<file path="src/rtl/disp_pkg.sv">
// Shared definitions for the threshold display: segment codes,
// the default digit count and the converter state encoding.
package disp_pkg;

    localparam int DEF_NUM_DIGITS = 4;

    // Active-low segment patterns, bit order {g,f,e,d,c,b,a}
    localparam logic [6:0] SEG_0     = 7'h40;
    localparam logic [6:0] SEG_1     = 7'h79;
    localparam logic [6:0] SEG_2     = 7'h24;
    localparam logic [6:0] SEG_3     = 7'h30;
    localparam logic [6:0] SEG_4     = 7'h19;
    localparam logic [6:0] SEG_5     = 7'h12;
    localparam logic [6:0] SEG_6     = 7'h02;
    localparam logic [6:0] SEG_7     = 7'h78;
    localparam logic [6:0] SEG_8     = 7'h00;
    localparam logic [6:0] SEG_9     = 7'h10;
    localparam logic [6:0] SEG_BLANK = 7'h7F;

    typedef enum logic [1:0] {
        ST_IDLE  = 2'd0,
        ST_LOAD  = 2'd1,
        ST_SHIFT = 2'd2,
        ST_DONE  = 2'd3
    } conv_state_t;

    // Decimal nibble to segment pattern; non-decimal nibbles go dark
    function automatic logic [6:0] seg_encode(input logic [3:0] digit);
        logic [6:0] seg;
        case (digit)
            4'd0:    seg = SEG_0;
            4'd1:    seg = SEG_1;
            4'd2:    seg = SEG_2;
            4'd3:    seg = SEG_3;
            4'd4:    seg = SEG_4;
            4'd5:    seg = SEG_5;
            4'd6:    seg = SEG_6;
            4'd7:    seg = SEG_7;
            4'd8:    seg = SEG_8;
            4'd9:    seg = SEG_9;
            default: seg = SEG_BLANK;
        endcase
        return seg;
    endfunction

endpackage

</file>
<file path="src/rtl/bin2bcd_dd.sv">
// Sequential double-dabble binary-to-BCD converter.
// One add-3/shift iteration per clock; o_bcd only changes when a
// conversion fully completes, so an aborted run never leaks out.
// o_busy covers LOAD and SHIFT; o_done is high for the DONE cycle.
module bin2bcd_dd
    import disp_pkg::*;
#(
    parameter int THRESH_W   = 12,
    parameter int NUM_DIGITS = DEF_NUM_DIGITS
) (
    input  logic                    i_clk,
    input  logic                    i_rst,
    input  logic                    i_start,
    input  logic [THRESH_W-1:0]     i_bin,
    output logic [4*NUM_DIGITS-1:0] o_bcd,
    output logic                    o_busy,
    output logic                    o_done
);

    localparam int BCD_W  = 4 * NUM_DIGITS;
    localparam int ITER_W = (THRESH_W > 1) ? $clog2(THRESH_W) : 1;

    conv_state_t          state, state_nxt;
    logic [THRESH_W-1:0]  sh;
    logic [BCD_W-1:0]     scr;
    logic [BCD_W-1:0]     scr_adj;
    logic [ITER_W-1:0]    iter;
    logic                 last_iter;

    assign last_iter = (iter == ITER_W'(THRESH_W - 1));

    // State register
    always_ff @(posedge i_clk or posedge i_rst) begin
        if (i_rst) state <= ST_IDLE;
        else       state <= state_nxt;
    end

    // Next-state and status outputs
    always_comb begin
        state_nxt = state;
        o_busy    = 1'b0;
        o_done    = 1'b0;
        case (state)
            ST_IDLE:  if (i_start) state_nxt = ST_LOAD;
            ST_LOAD: begin
                o_busy    = 1'b1;
                state_nxt = ST_SHIFT;
            end
            ST_SHIFT: begin
                o_busy = 1'b1;
                if (last_iter) state_nxt = ST_DONE;
            end
            ST_DONE: begin
                o_done    = 1'b1;
                state_nxt = ST_IDLE;
            end
            default:  state_nxt = ST_IDLE;
        endcase
    end

    // Add-3 correction on every nibble that would overflow past 9 when doubled
    always_comb begin
        scr_adj = scr;
        for (int d = 0; d < NUM_DIGITS; d++) begin
            if (scr[4*d +: 4] >= 4'd5) scr_adj[4*d +: 4] = scr[4*d +: 4] + 4'd3;
        end
    end

    // Shift datapath and result register
    always_ff @(posedge i_clk or posedge i_rst) begin
        if (i_rst) begin
            sh    <= '0;
            scr   <= '0;
            iter  <= '0;
            o_bcd <= '0;
        end else begin
            case (state)
                ST_LOAD: begin
                    sh   <= i_bin;
                    scr  <= '0;
                    iter <= '0;
                end
                ST_SHIFT: begin
                    scr  <= {scr_adj[BCD_W-2:0], sh[THRESH_W-1]};
                    sh   <= {sh[THRESH_W-2:0], 1'b0};
                    iter <= iter + 1'b1;
                end
                ST_DONE:  o_bcd <= scr;
                default: ;
            endcase
        end
    end

endmodule

</file>
<file path="src/rtl/sobel_thresh_display.sv">
// Threshold readout on a 4-digit common-anode seven-segment display.
// Watches i_value, converts it to BCD whenever it differs from the last
// converted value, and scans the digits one at a time.
// Optional build macro DISP_LZ_BLANK_EN: blank leading zero digits
// (the ones digit always stays lit). Anode scanning is unaffected.
// NUM_DIGITS must satisfy 10^NUM_DIGITS > 2^THRESH_W.
module sobel_thresh_display
    import disp_pkg::*;
#(
    parameter int THRESH_W    = 12,
    parameter int NUM_DIGITS  = DEF_NUM_DIGITS,
    parameter int REFRESH_DIV = 100_000
) (
    input  logic                    i_clk,
    input  logic                    i_rst,
    input  logic [THRESH_W-1:0]     i_value,
    output logic [4*NUM_DIGITS-1:0] o_bcd,
    output logic                    o_busy,
    output logic [NUM_DIGITS-1:0]   o_an,
    output logic [6:0]              o_seg
);

    localparam int SCAN_W = (REFRESH_DIV > 1) ? $clog2(REFRESH_DIV) : 1;
    localparam int IDX_W  = (NUM_DIGITS > 1) ? $clog2(NUM_DIGITS) : 1;

    logic [THRESH_W-1:0]   last_val;
    logic                  start;
    logic                  conv_busy;
    logic                  conv_done;
    logic [SCAN_W-1:0]     scan_cnt;
    logic [IDX_W-1:0]      idx;
    logic [NUM_DIGITS-1:0] lz;
    logic [3:0]            cur_digit;
    logic                  cur_blank;

    // Busy spans the whole conversion including the result-commit cycle,
    // so a new start is only considered once the converter is back in IDLE.
    assign o_busy = conv_busy | conv_done;
    assign start  = !o_busy && (i_value != last_val);

    // Latch the value being converted; the converter loads it the next cycle,
    // so later input changes cannot corrupt the run in progress.
    always_ff @(posedge i_clk or posedge i_rst) begin
        if (i_rst)      last_val <= '0;
        else if (start) last_val <= i_value;
    end

    bin2bcd_dd #(
        .THRESH_W   (THRESH_W),
        .NUM_DIGITS (NUM_DIGITS)
    ) u_conv (
        .i_clk   (i_clk),
        .i_rst   (i_rst),
        .i_start (start),
        .i_bin   (last_val),
        .o_bcd   (o_bcd),
        .o_busy  (conv_busy),
        .o_done  (conv_done)
    );

    // Refresh prescaler and digit index
    always_ff @(posedge i_clk or posedge i_rst) begin
        if (i_rst) begin
            scan_cnt <= '0;
            idx      <= '0;
        end else if (scan_cnt == SCAN_W'(REFRESH_DIV - 1)) begin
            scan_cnt <= '0;
            idx      <= (idx == IDX_W'(NUM_DIGITS - 1)) ? '0 : idx + 1'b1;
        end else begin
            scan_cnt <= scan_cnt + 1'b1;
        end
    end

    // Leading-zero mask, walked from the most-significant digit downward
    always_comb begin
        logic run;
        lz  = '0;
        run = 1'b1;
`ifdef DISP_LZ_BLANK_EN
        for (int d = NUM_DIGITS - 1; d >= 1; d--) begin
            run   = run && (o_bcd[4*d +: 4] == 4'd0);
            lz[d] = run;
        end
`else
        run = 1'b0;
`endif
    end

    // Select the nibble and blank flag for the digit being scanned
    always_comb begin
        cur_digit = '0;
        cur_blank = 1'b0;
        for (int d = 0; d < NUM_DIGITS; d++) begin
            if (idx == IDX_W'(d)) begin
                cur_digit = o_bcd[4*d +: 4];
                cur_blank = lz[d];
            end
        end
    end

    // Anode and segment outputs share one register stage so they switch together
    always_ff @(posedge i_clk or posedge i_rst) begin
        if (i_rst) begin
            o_an  <= '1;
            o_seg <= SEG_BLANK;
        end else begin
            o_an  <= ~(NUM_DIGITS'(1) << idx);
            o_seg <= cur_blank ? SEG_BLANK : seg_encode(cur_digit);
        end
    end

endmodule

</file>
<file path="config.mk">
export PLATFORM = sky130hd
export DESIGN_NAME = sobel_thresh_display
export DESIGN_NICKNAME = d
export VERILOG_FILES = /design/src/rtl/disp_pkg.sv /design/src/rtl/bin2bcd_dd.sv /design/src/rtl/sobel_thresh_display.sv
export SDC_FILE = /design/constraint.sdc
export NUM_CORES = 1
export LEC_CHECK = 0
export BUFFER_PORTS_ARGS = -buffer_cell sky130_fd_sc_hd__buf_2
export CORE_MARGIN = 5
export CORE_UTILIZATION = 64
export CTS_CLUSTER_DIAMETER = 30
export DETAILED_ROUTE_END_ITERATION = 8
export PLACE_DENSITY = 0.95
export SETUP_SLACK_MARGIN = 0.5
export SLEW_MARGIN = 25
export SYNTH_ARGS = -nofsm -noshare
export SYNTH_HDL_FRONTEND = slang
export SYNTH_SLANG_ARGS = --single-unit
</file>
<file path="constraint.sdc">
create_clock -name i_clk -period 5.4 [get_ports i_clk]
set_clock_uncertainty 0.1 [all_clocks]
set_input_delay 1.08 -clock i_clk [delete_from_list [all_inputs] [get_ports i_clk]]
set_output_delay 1.08 -clock i_clk [all_outputs]
set_load 0.005 [all_outputs]
</file>
==> reports/qor.yml <==
path_cells: "inv_1 > ha_1 > inv_1 > buf_2"
n_antenna_cell: 0
wl_met3_um: 325
core_um2: 6756
rows: 30
pwr-share-comb: 0.378
drive_gt1_frac: 0.2365
yosysTopAreaCell: "dfrtp_1"
ys_types: 50
hold_viol: 0
syn_nets: 431
layout_common_cells: "81 x dfrtp_1, 41 x buf_2, 30 x inv_1"
status: "finished, final reports clean"
required_ps: 4220
avgViaCountPerCell: 6.116
wl_per_cell_um: 17.00
holdWs_ps: 394.3
postCtsSetupBuffers: 0
cp-end-kind: "output port"
insertion_delay_ps: 360
critPathSlowestCell: "ha_1"
crit_type: "register to output port"
fp.dieW_um: 93.04
final_common_cell: "dfrtp_1"
synth_ff_type: "dfrtp_1"
drc: 0
detailed_place_hpwl_mm: 6.216
clk_path_buf_depth: 2
cap_violations: 0
intPower_mw: 1.374
start_util: 0.6531
postCtsHoldBufs: 0
hold_class: "register to register"
vias: 3205
path_buf_inv: 3
slew_headroom: 0.4297
fin_crit_ps: 2896
syn_inst: 398
cp_top_family: "adder cells"
crit_fanout: 14
cp-start-kind: "register"
max_stage_delay_ps: 590
track_usage: 0.2174
synth_enable_flop_cells: 0
p_seq_frac: 0.436
route.met2.wl_mm: 4.658
cp-startpoint: "u_conv.state[0]"
syn_area_per_cell_um2: 11.09
tightest_slew_ps: 855.5
grt_max_degree: 57
p_total_mw: 2.208
wirelength_mm: 8.909
final_antenna_net_count: 0
root_buffer: "clkbuf_8"
cp_common_cell: "inv_1"
portBuffers: 41
max_freq_mhz: 345.3
holdCritStartpoint: "scan_cnt[0]"
die_area_um2: 8656
p_sw_frac: 0.3778
fin_cells: 524
cp.arrival_ps: 1720
cts_resized: 0
fin_setup_tns_ps: 0
netlist_area_um2: 4413
power_frac_clock: 0.186
grt_overflow_total: 0
wirelength_met1_mm: 3.727
ys_seq_area_frac: 0.5248
h-tree-depth: 3
first_pass_iters: 5
cts_tree: "done"
grt_pass1_wl_mm: 14.99
async_reset_ff_frac: 1.000
ys_seq_elements: 92
pin_count: 42
grt_pass1_vias: 3195
ir_worst_vdd_uv: 483.0
clkSlewWorstSetupHoldPaths_ps: 90
clock_sinks: 92
netlist_top_cells_area: "dfrtp_1 46%, mux2_2 6.9%, dfstp_2 6.5%"
ys_warn_count: 0
setup_viol: 0
antenna_found_initial: 0
r2r-start: "u_conv.state[0]"
yosysTopAreaCellShare: 0.4593
layout.nets: 472
areaGrowthSynthToFinish_pct: 9.810
p_leak_nw: 2.233
die_y_um: 93.04
maxSlewViolCount: 0
timing.final.crit_share: 0.5363
numCtsBuffers: 9
rsz0062_at_grt: "false"
p_per_area_nw_per_um2: 455.6
dr.max_layer_used: "met4"
p_sw_uw: 834.2
gp_congestion: 0.8746
drtIter0Drc: 136
dp.cells: 508
-- kinds of logic after synthesis --
group / Yosys count / share of synthesized area
AO/OA/AOI/OAI: 75 / 0.1089
XOR/XNOR: 31 / 0.06153
adder cells (fa/ha/maj): 19 / 0.05387
buffers and inverters: 44 / 0.03969
flip-flops: 92 / 0.5248
multiplexers: 40 / 0.09838
AND/OR/NAND/NOR: 97 / 0.1128
-- state kept, by name, indices dropped and copies added, names as in the netlist --
name          count
u_conv.iter       4
u_conv.state      2
last_val         12
u_conv.scr       16
u_conv.sh        12
idx               2
o_seg             7
scan_cnt         17
o_an              4
u_conv.o_bcd     16
-- metal layers --
layer,GRT usage,vias to the layer above
met1,0.2707,1633
met2,0.3713,83
met4,0.09402,0
met3,0.04023,23
met5,0,-
li1,-,1466
-- stage by stage --
stage            util  instance area [um2]  setup slack, ps
3_3_place_gp   0.6920                 4676             2817
3_5_place_dp   0.6920                 4676             2735
6_report       0.7172                 4846             2504
5_1_grt        0.7172                 4846             2410
2_1_floorplan       -                 4413             1846
4_1_cts        0.7172                 4846             2512
-- cell usage after synthesis, drive strengths merged (2+ instances only) --
| library cell | instances |
|---|---|
| a21oi | 26 |
| a31oi | 3 |
| a32o | 3 |
| and2 | 2 |
| and4 | 3 |
| buf | 3 |
| clkbuf | 10 |
| dfrtp | 81 |
| dfstp | 11 |
| ha | 19 |
| inv | 31 |
| mux2 | 27 |
| mux2i | 13 |
| nand2 | 20 |
| nand2b | 7 |
| nand3 | 15 |
| nand3b | 2 |
| nand4 | 3 |
| nor2 | 28 |
| nor2b | 4 |
| nor3 | 2 |
| nor3b | 4 |
| nor4 | 3 |
| o211ai | 3 |
| o21ai | 12 |
| o221ai | 2 |
| o22ai | 14 |
| o31ai | 3 |
| or2 | 2 |
| xnor2 | 10 |
| xor2 | 21 |
-- layout make-up --
type                       count  area, um2
tap                           80      100.1
inverter                      31      117.6
fill                         477       1911
sequential                    92       2316
multi-input combinational    262       1922
clock inverter                 5      38.79
timing repair buffer          43      220.2
clock buffer                  11      131.4
-- path summary, 6_finish.rpt --
check | endpoint | slack (ps) | depth (start not counted)
min in group asynchronous | scan_cnt[15] | 670 | 2
max reg2reg | u_conv.state[1] | 2760 | 7
min reg2reg | scan_cnt[0] | 390 | 1
min | scan_cnt[0] | 390 | 1
max | o_busy | 2500 | 4
max in group asynchronous | u_conv.o_bcd[13] | 3440 | 3
-- power by group through the flow --
stage | Combinational [mW] | Sequential (mW) | Clock, mW
after CTS | 0.835 | 0.960 | 0.417
after global placement | 0.772 | 0.964 | 0
after floorplan | 0.653 | 0.939 | 0
after detailed placement | 0.828 | 0.973 | 0
after global routing | 0.929 | 0.977 | 0.446
final | 0.834 | 0.963 | 0.411
No activity file was read; power rests on OpenSTA's default activity.
